[src/rtl/cpu_pkg.sv]
// Shared definitions for the hardwired control sequencer: opcodes, states, IR field positions.
// Latency: n/a (constants, types and one pure decode function).
// Backpressure: n/a.
package cpu_pkg;

  // Instruction opcodes, IR[31:27]
  localparam logic [4:0] OP_LD   = 5'b00000;
  localparam logic [4:0] OP_LDI  = 5'b00001;
  localparam logic [4:0] OP_ST   = 5'b00010;
  localparam logic [4:0] OP_ADD  = 5'b00011;
  localparam logic [4:0] OP_SUB  = 5'b00100;
  localparam logic [4:0] OP_AND  = 5'b00101;
  localparam logic [4:0] OP_OR   = 5'b00110;
  localparam logic [4:0] OP_ROL  = 5'b00111;
  localparam logic [4:0] OP_ROR  = 5'b01000;
  localparam logic [4:0] OP_SHR  = 5'b01001;
  localparam logic [4:0] OP_SHRA = 5'b01010;
  localparam logic [4:0] OP_SHL  = 5'b01011;
  localparam logic [4:0] OP_MUL  = 5'b01111;
  localparam logic [4:0] OP_DIV  = 5'b10000;
  localparam logic [4:0] OP_NOP  = 5'b11010;
  localparam logic [4:0] OP_HALT = 5'b11011;

  // IR field positions (MSB of each field; register fields run downward)
  localparam int OPC_HI = 31;
  localparam int OPC_LO = 27;
  localparam int RA_HI  = 26;
  localparam int RB_HI  = 22;
  localparam int RC_HI  = 18;

  // Sequencer states
  typedef enum logic [3:0] {
    RESET, T0, T1, T2, T3, T4, T5, T6, T7, HALT
  } state_t;

  // Micro-sequence families; every opcode maps onto exactly one
  typedef enum logic [2:0] {
    CL_NOP, CL_ALU, CL_MULDIV, CL_LDI, CL_LD, CL_ST, CL_HALT
  } op_class_t;

  // Undefined opcodes fall into CL_NOP so they simply retire after T3
  function automatic op_class_t op_class(input logic [4:0] op);
    op_class_t c;
    case (op)
      OP_ADD, OP_SUB, OP_AND, OP_OR, OP_ROR,
      OP_ROL, OP_SHR, OP_SHRA, OP_SHL:  c = CL_ALU;
      OP_MUL, OP_DIV:                   c = CL_MULDIV;
      OP_LDI:                           c = CL_LDI;
      OP_LD:                            c = CL_LD;
      OP_ST:                            c = CL_ST;
      OP_HALT:                          c = CL_HALT;
      default:                          c = CL_NOP;
    endcase
    return c;
  endfunction

endpackage

[src/rtl/reg_onehot_dec.sv]
// Register-select decoder: binary index plus enable to a one-hot strobe vector.
// Latency: combinational, zero cycles.
// Backpressure: none; output is all-zero while enable is low.
module reg_onehot_dec #(
  parameter int W = 4
) (
  input  logic [W-1:0]    idx,
  input  logic            en,
  output logic [2**W-1:0] onehot
);

  // Raise exactly the selected bit when enabled, nothing otherwise
  always_comb begin
    onehot = '0;
    if (en) onehot[idx] = 1'b1;
  end

endmodule

[src/rtl/control_sequencer.sv]
// Hardwired control unit: fetch, decode IR, step T0..T7 and emit datapath strobes.
// Latency: one state per cycle; strobes are a combinational decode of state and IR.
// Backpressure: none; stop at T0 or a halt opcode parks in HALT until clr.
module control_sequencer
  import cpu_pkg::*;
#(
  parameter int ADDR_W = 4
) (
  input  logic                 clk,
  input  logic                 clr,
  input  logic [31:0]          IR,
  input  logic                 stop,
  output logic                 PCout,
  output logic                 Zlowout,
  output logic                 ZHighout,
  output logic                 MDRout,
  output logic                 Cout,
  output logic                 Hiout,
  output logic                 Loout,
  output logic                 InPortout,
  output logic                 MARin,
  output logic                 PCin,
  output logic                 MDRin,
  output logic                 IRin,
  output logic                 Yin,
  output logic                 Zlowin,
  output logic                 ZHighin,
  output logic                 HIin,
  output logic                 LOin,
  output logic                 IncPC,
  output logic                 Read,
  output logic                 Write,
  output logic [4:0]           opCode,
  output logic [2**ADDR_W-1:0] Rout,
  output logic [2**ADDR_W-1:0] enableReg,
  output logic                 run
);

  state_t            state;
  state_t            state_nxt;
  op_class_t         cls;
  logic [4:0]        ir_op;
  logic [ADDR_W-1:0] ra;
  logic [ADDR_W-1:0] rb;
  logic [ADDR_W-1:0] rc;
  logic [ADDR_W-1:0] rout_idx;
  logic              rout_en;
  logic [ADDR_W-1:0] wr_idx;
  logic              wr_en;
  logic              ir_unused;

  assign ir_op     = IR[OPC_HI:OPC_LO];
  assign ra        = IR[RA_HI -: ADDR_W];
  assign rb        = IR[RB_HI -: ADDR_W];
  assign rc        = IR[RC_HI -: ADDR_W];
  assign cls       = op_class(ir_op);
  // Constant/immediate bits are consumed by the datapath, not by control
  assign ir_unused = ^IR[RC_HI-ADDR_W:0];

  // Sequence successor: fetch is common, the tail depends on the opcode family
  always_comb begin
    state_nxt = state;
    case (state)
      RESET: state_nxt = T0;
      T0:    state_nxt = stop ? HALT : T1;
      T1:    state_nxt = T2;
      T2:    state_nxt = T3;
      T3: begin
        case (cls)
          CL_NOP:  state_nxt = T0;
          CL_HALT: state_nxt = HALT;
          default: state_nxt = T4;
        endcase
      end
      T4:    state_nxt = T5;
      T5:    state_nxt = (cls == CL_ALU || cls == CL_LDI) ? T0 : T6;
      T6:    state_nxt = (cls == CL_MULDIV) ? T0 : T7;
      T7:    state_nxt = T0;
      HALT:  state_nxt = HALT;
      default: state_nxt = RESET;
    endcase
  end

  // State register; clr wins over everything, including mid-instruction
  always_ff @(posedge clk) begin
    if (clr) state <= RESET;
    else     state <= state_nxt;
  end

  // Strobe decode; anything not named for a state stays low
  always_comb begin
    PCout     = 1'b0;
    Zlowout   = 1'b0;
    ZHighout  = 1'b0;
    MDRout    = 1'b0;
    Cout      = 1'b0;
    Hiout     = 1'b0;
    Loout     = 1'b0;
    InPortout = 1'b0;
    MARin     = 1'b0;
    PCin      = 1'b0;
    MDRin     = 1'b0;
    IRin      = 1'b0;
    Yin       = 1'b0;
    Zlowin    = 1'b0;
    ZHighin   = 1'b0;
    HIin      = 1'b0;
    LOin      = 1'b0;
    IncPC     = 1'b0;
    Read      = 1'b0;
    Write     = 1'b0;
    opCode    = 5'b00000;
    rout_en   = 1'b0;
    rout_idx  = '0;
    wr_en     = 1'b0;
    wr_idx    = '0;
    run       = (state != HALT);
    case (state)
      T0: begin
        PCout  = 1'b1;
        MARin  = 1'b1;
        IncPC  = 1'b1;
        Zlowin = 1'b1;
      end
      T1: begin
        Zlowout = 1'b1;
        PCin    = 1'b1;
        Read    = 1'b1;
        MDRin   = 1'b1;
      end
      T2: begin
        MDRout = 1'b1;
        IRin   = 1'b1;
      end
      T3: begin
        // First operand into Y; mul/div take Ra, everything else Rb
        if (cls != CL_NOP && cls != CL_HALT) begin
          Yin      = 1'b1;
          rout_en  = 1'b1;
          rout_idx = (cls == CL_MULDIV) ? ra : rb;
        end
      end
      T4: begin
        Zlowin = 1'b1;
        case (cls)
          CL_ALU: begin
            rout_en  = 1'b1;
            rout_idx = rc;
            opCode   = ir_op;
          end
          CL_MULDIV: begin
            rout_en  = 1'b1;
            rout_idx = rb;
            ZHighin  = 1'b1;
            opCode   = ir_op;
          end
          CL_LDI, CL_LD, CL_ST: begin
            // Effective address / immediate: Rb + C through the adder
            Cout   = 1'b1;
            opCode = OP_ADD;
          end
          default: Zlowin = 1'b0;
        endcase
      end
      T5: begin
        case (cls)
          CL_ALU, CL_LDI: begin
            Zlowout = 1'b1;
            wr_en   = 1'b1;
            wr_idx  = ra;
          end
          CL_MULDIV: begin
            Zlowout = 1'b1;
            LOin    = 1'b1;
          end
          CL_LD, CL_ST: begin
            Zlowout = 1'b1;
            MARin   = 1'b1;
          end
          default: ;
        endcase
      end
      T6: begin
        case (cls)
          CL_MULDIV: begin
            ZHighout = 1'b1;
            HIin     = 1'b1;
          end
          CL_LD: begin
            Read  = 1'b1;
            MDRin = 1'b1;
          end
          CL_ST: begin
            // Read low so MDR captures the bus rather than memory
            rout_en  = 1'b1;
            rout_idx = ra;
            MDRin    = 1'b1;
          end
          default: ;
        endcase
      end
      T7: begin
        case (cls)
          CL_LD: begin
            MDRout = 1'b1;
            wr_en  = 1'b1;
            wr_idx = ra;
          end
          CL_ST: Write = 1'b1;
          default: ;
        endcase
      end
      default: ;
    endcase
  end

  reg_onehot_dec #(.W(ADDR_W)) u_rout_dec (
    .idx    (rout_idx),
    .en     (rout_en),
    .onehot (Rout)
  );

  reg_onehot_dec #(.W(ADDR_W)) u_wr_dec (
    .idx    (wr_idx),
    .en     (wr_en),
    .onehot (enableReg)
  );

endmodule

[config.mk]
export PLATFORM = sky130hd
export DESIGN_NAME = control_sequencer
export DESIGN_NICKNAME = d
export VERILOG_FILES = /design/src/rtl/cpu_pkg.sv /design/src/rtl/reg_onehot_dec.sv /design/src/rtl/control_sequencer.sv
export SDC_FILE = /design/constraint.sdc
export NUM_CORES = 1
export LEC_CHECK = 0
export BUFFER_PORTS_ARGS = -buffer_cell sky130_fd_sc_hd__buf_2
export CORE_UTILIZATION = 33
export CTS_BUF_LIST = sky130_fd_sc_hd__clkbuf_2 sky130_fd_sc_hd__clkbuf_4 sky130_fd_sc_hd__clkbuf_8
export DETAILED_ROUTE_END_ITERATION = 8
export PLACE_DENSITY = 0.72
export SYNTH_ARGS = -nofsm -noshare
export SYNTH_HDL_FRONTEND = slang
export SYNTH_SLANG_ARGS = --single-unit
[constraint.sdc]
create_clock -name clk -period 2.6 [get_ports clk]
set_input_delay 0.52 -clock clk [delete_from_list [all_inputs] [get_ports clk]]
set_output_delay 0.52 -clock clk [all_outputs]
set_load 0.02 [all_outputs]
==> flow_summary_export.csv, run 1 <==
group,metric,value,unit
outcome,status,"finished with violations",
outcome,violations,"setup timing",
route,initialDrtViolationCount,142,
floorplan,start_util,34.27,%
floorplan,core.rowCount,21,
grt,grt_antenna_before_repair,0,
place,dp.cells,334,
final_layout,syn_to_final_growth,135.3,%
setup_path,reg2reg_depth,6,
route,wl_met3,436,um
timing,max_freq,0.3323,GHz
yosys,yosysUniqueCellTypes,52,
cts,clock-sinks,4,
final_layout,reg_top3,"state x4",
final_layout,largest_reg_flops,4,
floorplan,die_h,60.87,um
setup_path,startpoint,"IR[27]",
route,drtAntennaViolNets,0,
cts,ctsLongestPathBuffers,2,
route,routed_via_density,5.584,
route,vias,2016,
route,dr.pass1.iters,5,
yosys,synth_top_area_share,10.18,%
timing,hold_viol,0,
flow_run,maxCapViolCount,0,
floorplan,num_io_pins,93,
final_layout,stdcell_count,361,
route,drc,0,
place,dp_hpwl,3498,um
grt,grt_usage,27.60,%
setup_path,cp_common_cell,"or4b_4",
yosys,synth-edff-count,0,
pwr,total_leakage_power,1.240,nW
timing,layout_min_cycle_time,3.009,ns
timing,finalMaxSlewViolations,0,
setup_path,cp_slowest_stage_delay,0.59,ns
final_layout,n_antenna_cell,0,
setup_path,arrival,2.49,ns
place,place_congestion,0.9805,
floorplan,fp.coreArea,0.003337,mm^2
timing,rsz0062_at_grt,"true",
grt,gr-total-overflow,0,
setup_path,cp_cell_sequence,"buf_12 > or4b_4 > a211oi_2 > or2_4 > nor2_2 > or4b_4 > nor2b_4 > buf_6",
place,io_buffer_count,74,
yosys,synth.cell_area,0.001144,mm^2
cts,clkLatencyLatePin,0.24,ns
cts,ctsRootBufferMaster,"clkbuf_4",
grt,grt_max_degree,12,
final_layout,multiInputGateArea,0.001393,mm^2
setup_path,cp-start-kind,"input port",
route,wirelength,6471,um
cts,htreeDepth,1,
pwr,irDropWorstVdd,0.2462,mV
yosys,ys_async_sr_fraction,0,%
final_layout,fin_nets,352,
cts,clk_pin_slew_worst_paths,0.03,ns
pwr,cellPowerDensity,154.5,mW/mm^2
final_layout,final_layout_size_suffix_gt1_share,69.21,%
setup_path,critPathSlowestCell,"or4b_4",
grt,grt_pass1_vias,1720,
floorplan,fp.dieArea,0.003705,mm^2
grt,grt_pass1_wl,7707,um
cts,cts_tree,"built",
route,wl_met1,2302,um
final_layout,fin_util,80.65,%
timing,fin_hold_ws,0.4712,ns
final_layout,final-seq-area,82.58,um^2
yosys,ys.flop_type,"dfxtp_1",
min_path,hold_class,"in -> reg",
setup_path,criticalPathCategory,"in -> out",
route,top_layer,"met4",
yosys,synth_top_cells_by_area,"nor2_1, dfxtp_1, nor3_1",
setup_path,required,2.08,ns
yosys,synth_area_leader_cell,"nor2_1",
setup_path,crit_path_end,"Rout[6]",
setup_path,r2r_end,"state[2]",
setup_path,worstPathMaxFanout,7,
yosys,yosys_warnings,0,
yosys,synth-seq-area-share,7.002,%
final_layout,n_fill_cell,196,
cts,ctsHoldBuffers,0,
yosys,syn_inst,184,
route,wl_met2,3496,um
setup_path,rr_startpoint,"state[1]",
pwr,power.total,0.4159,mW
yosys,synth.avg_cell_area,6.215,um^2
timing,setup_viol,32,
floorplan,die_w,60.87,um
cts,cts-buffers-inserted,3,
final_layout,top_register,"state",
timing,fin_crit_sh,115.7,%
timing,finClkSkew,0.004654,ns
timing,layout_setup_ws,-0.4091,ns
route,routedWlPerCell,17.93,um
yosys,ys_seq_elements,4,
setup_path,endpoint_kind,"output port",
setup_path,r2r_setup_slack,1.13,ns
-- layout by cell type (no fill, tap or decap), types with 2 or more instances in the layout --
cell type / instances
buf_4: 72
buf_2: 40
buf_6: 25
nand2_1: 15
nor2_1: 14
nor2_4: 13
nor3_2: 8
and2_1: 7
nand2b_1: 6
inv_1: 5
nand3_1: 5
nand4_1: 5
o21ai_0: 5
nor2_2: 4
nor3_1: 4
buf_12: 4
nor2b_4: 3
or2_4: 3
nand2b_4: 3
nor2b_2: 3
conb_1: 3
clkbuf_4: 3
a21oi_2: 2
o21ai_1: 2
nor3_4: 2
nor4_4: 2
o21ai_2: 2
nand3b_1: 2
mux2i_2: 2
and2_4: 2
or4b_4: 2
o211ai_1: 2
a21oi_4: 2
a21o_1: 2
a21oi_1: 2
dfxtp_1: 2
dfxtp_2: 2
-- cells by family after synthesis --
| family | Yosys count | share of synthesized area (%) |
|---|---|---|
| flops | 4 | 7.002 |
| mux | 2 | 1.751 |
| compound gates | 39 | 26.15 |
| buf+inv | 21 | 10.17 |
| other cells | 1 | 0.3279 |
| simple gates | 117 | 54.59 |
-- routing by layer --
layer | up-vias | GRT usage (%)
met5 | - | 0
met4 | 0 | 10.39
met3 | 30 | 5.117
met2 | 119 | 51.33
met1 | 938 | 30.99
li1 | 929 | -
-- cells in the mapped netlist, types with 2 or more instances --
cell and count:
nor2_1 31, mux2i_1 2, o211ai_1 2, nand3b_1 2
nand2_1 17, nand4_1 5, or2_2 3, nor2b_1 7
clkbuf_1 6, nor4_1 3, nand3_1 6, nand2b_1 9
a22o_1 2, and2_1 9, or3_1 2, a21o_1 2
buf_6 2, a21oi_1 6, a22oi_1 2, buf_4 5
buf_2 3, inv_1 5, nor3_1 14, o21ai_0 8
dfxtp_1 4
-- critical path, delay by kind of cell --
kind	cells	cell delay [ns]
buffers and inverters	2	0.23
AO/OA/AOI/OAI	1	0.25
AND/OR/NAND/NOR	5	1.49
-- power by group --
part           switching [mW]  leakage (nW)  internal, mW
combinational           0.150          1.19         0.118
clock                  0.0257        0.0138        0.0516
sequential            0.00366        0.0338        0.0666
total                   0.179          1.24         0.237
-- layout make-up --
| cell class | instances | share of cell area, % |
|---|---|---|
| clock buffer | 3 | 0.8368 |
| tap | 46 | 2.139 |
| timing repair buffer | 142 | 41.52 |
| sequential | 4 | 3.068 |
| inverter | 5 | 0.6974 |
| multi-input combinational | 161 | 51.74 |
-- repair_timing --
| item | in CTS | in global routing |
|---|---|---|
| setup endpoints to repair | 32 | 32 |
| pin swaps | 27 | 17 |
| buffers inserted | 12 | 14 |
| hold endpoints to repair | 0 | 0 |
| resized for setup | 91 | 50 |
-- through the flow --
stage	setup TNS, ns	setup slack, ns	instance area (um^2)
finish	-6.628	-0.4091	2691
global placement	-9.005	-0.4315	1943
floorplan	-2.395	-0.2420	1282
detailed placement	-10.05	-0.4681	1943
CTS	-4.398	-0.3698	2371
global route	-9.273	-0.4732	2691
-- worst min-delay path by stage --
stage / startpoint / endpoint / cells after the start
3_5_place_dp: state[2] / state[0] / 4
6_report: clr / state[0] / 2
5_1_grt: clr / state[0] / 2
4_1_cts: clr / state[0] / 2
2_1_floorplan: clr / state[0] / 1
3_3_place_gp: state[3] / state[1] / 2
Note: power is estimated with default switching activity, not from simulation.
==> run 2: changes to the inputs <==
ABC_AREA = 1   (was default)
CORE_UTILIZATION = 37   (was 33)
PLACE_DENSITY = 0.78   (was 0.72)
==> flow_summary_export.csv, run 2 <==
group,metric,value,unit
place,place_congestion,0.8923,
floorplan,die_h,58.32,um
timing,hold_viol,0,
setup_path,cp-start-kind,"input port",
route,routed_via_density,4.916,
route,dr.pass1.iters,4,
yosys,synth.cell_area,0.001174,mm^2
final_layout,largest_reg_flops,4,
setup_path,arrival,2.20,ns
yosys,ys_async_sr_fraction,0,%
setup_path,rr_startpoint,"state[2]",
final_layout,syn_to_final_growth,79.85,%
cts,cts_tree,"built",
yosys,synthSimpleGateAreaFrac,63.01,%
yosys,synth.avg_cell_area,5.103,um^2
route,drc,0,
timing,setup_tns,-1.392,ns
timing,layout_setup_ws,-0.1222,ns
yosys,yosysUniqueCellTypes,25,
yosys,ys.flop_type,"dfxtp_1",
timing,rsz0062_at_grt,"true",
setup_path,criticalPathCategory,"in -> out",
grt,grt_pass1_vias,1462,
timing,max_freq,0.3673,GHz
yosys,yosys-mux-area-fraction,0,%
yosys,synth-seq-area-share,6.823,%
final_layout,layout_common_cells,"buf_2, nor2_1, inv_1, buf_4, nand2_1",
final_layout,reg_top3,"state x4",
final_layout,n_fill_cell,250,
final_layout,final_common_cell,"buf_2",
final_layout,multiInputGateArea,0.001151,mm^2
floorplan,die_w,58.32,um
cts,htreeDepth,1,
pwr,total_leakage_power,1.138,nW
route,initialDrtViolationCount,98,
timing,finClkSkew,0.002806,ns
final_layout,fin_nets,363,
place,io_buffer_count,74,
grt,grt_antenna_before_repair,0,
setup_path,startpoint,"IR[30]",
setup_path,reg2reg_depth,8,
yosys,synth_area_leader_cell,"nor2_1",
place,dp_hpwl,3042,um
timing,layout_min_cycle_time,2.722,ns
final_layout,final-seq-area,80.08,um^2
pwr,cellPowerDensity,188.3,mW/mm^2
timing,finalMaxSlewViolations,0,
final_layout,fin_util,69.71,%
setup_path,r2r_end,"state[2]",
floorplan,num_io_pins,93,
flow_run,maxCapViolCount,0,
setup_path,worstPathMaxFanout,5,
timing,fin_hold_ws,0.4886,ns
yosys,yosys_warnings,0,
grt,grt_pass1_wl,6106,um
outcome,violations,"setup timing",
grt,grt_max_degree,8,
yosys,synth_top_cells_by_area,"nor2_1, inv_1, nand2_1",
yosys,synth_top_area_share,19.83,%
cts,clock-sinks,4,
route,vias,1819,
floorplan,fp.coreArea,0.003028,mm^2
setup_path,r2r_setup_slack,0.99,ns
yosys,synthAdderAreaFrac,0,%
route,drtAntennaViolNets,0,
grt,grt_usage,22.31,%
cts,cts-buffers-inserted,3,
final_layout,top_register,"state",
cts,ctsRootBufferMaster,"clkbuf_4",
floorplan,fp.dieArea,0.003401,mm^2
place,dp_slack,-0.07503,ns
final_layout,n_antenna_cell,0,
outcome,status,"finished with violations",
place,dp.cells,359,
floorplan,core.rowCount,20,
yosys,synth_common_cells,"nor2_1, inv_1, nand2_1",
yosys,synth-edff-count,0,
cts,ctsLongestPathBuffers,2,
yosys,synth_compound_area_share,12.26,%
final_layout,final_layout_size_suffix_gt1_share,53.07,%
setup_path,required,2.08,ns
yosys,synth_xor_area_share,0,%
route,wirelength,4336,um
cts,clkLatencyLatePin,0.24,ns
pwr,irDropWorstVdd,0.1386,mV
cts,clk_pin_slew_worst_paths,0.04,ns
yosys,syn_inst,230,
timing,fin_crit_sh,104.7,%
yosys,ys_seq_elements,4,
grt,gr-total-overflow,0,
min_path,hold_class,"in -> reg",
setup_path,endpoint_kind,"output port",
timing,setup_viol,22,
yosys,synth_top_family_by_area,"simple AND/OR/NAND/NOR gates",
setup_path,crit_path_end,"Rout[13]",
floorplan,start_util,38.76,%
yosys,synthMostInstantiatedCell,"nor2_1",
final_layout,stdcell_count,370,
route,routedWlPerCell,11.72,um
## run 2: cell types whose count changed after synthesis, moves of 6 or more
cell / before / now
inv_1: 5 / 38
nor2_2: 0 / 9
clkbuf_1: 6 / 0
nand2b_1: 9 / 0
nor2b_1: 7 / 0
nand3_1: 6 / 15
nand2_2: 0 / 6
and2_1: 9 / 0
nand2_1: 17 / 37
nor3_1: 14 / 6
nor2_1: 31 / 62
## run 2: cell type report
| type | instances | area share (%) |
|---|---|---|
| timing repair buffer | 97 | 30.17 |
| multi-input combinational | 180 | 54.53 |
| clock buffer | 3 | 1.067 |
| inverter | 42 | 7.825 |
| sequential | 4 | 3.794 |
| tap | 44 | 2.608 |
## run 2: stage by stage
stage               area (um^2)  power [mW]
floorplan                  1181      0.2010
global placement           1670      0.2630
detailed placement         1670      0.2662
CTS                        1759      0.3510
global route               2111      0.4225
finish                     2111      0.3974
## run 2: critical path: stages
cell	delay, ns
buf_8	0.11
nor2_4	0.15
nand3_4	0.12
nand3_4	0.11
buf_4	0.12
nand4_4	0.09
buf_6	0.16
nor3_1	0.22
nor2_1	0.10
nand2_2	0.10
nand2_2	0.10
nor2_1	0.13
buf_4	0.16
## run 2: logic make-up after synthesis
family                 Yosys count
other                            1
buffers and inverters           48
AO/OA/AOI/OAI                   24
AND/OR/NAND/NOR                153
flip-flops                       4
## run 2: how the worst min path moves through the flow
stage	start	end	slack (ns)	depth (start not counted)
after CTS	clr	state[3]	0.48	2
after detailed placement	state[2]	state[3]	0.61	3
final	clr	state[2]	0.49	2
after global routing	clr	state[2]	0.50	2
after floorplan	clr	state[2]	0.59	1
after global placement	state[2]	state[3]	0.61	3
## run 2: timing repair
action,CTS,global route
pin swaps,4,33
setup buffers,2,6
gates resized for setup,17,82
hold buffers,0,0
endpoints found under the setup margin,25,37
## run 2: metal layers
| layer | part of all wire (%) | GRT usage, % | vias to the layer above |
|---|---|---|---|
| li1 | - | - | 909 |
| met1 | 40 | 29.57 | 816 |
| met4 | 1.7 | 4.082 | 0 |
| met3 | 7.0 | 1.099 | 8 |
| met2 | 51 | 40.39 | 86 |
| met5 | 0 | 0 | - |
## run 2: power breakdown
part	leakage (nW)	internal [mW]	total, mW	switching, mW
clock network	0.0138	0.0517	0.0775	0.0259
registers	0.0328	0.0667	0.0730	0.00629
logic	1.09	0.0913	0.247	0.156
total	1.14	0.210	0.397	0.188
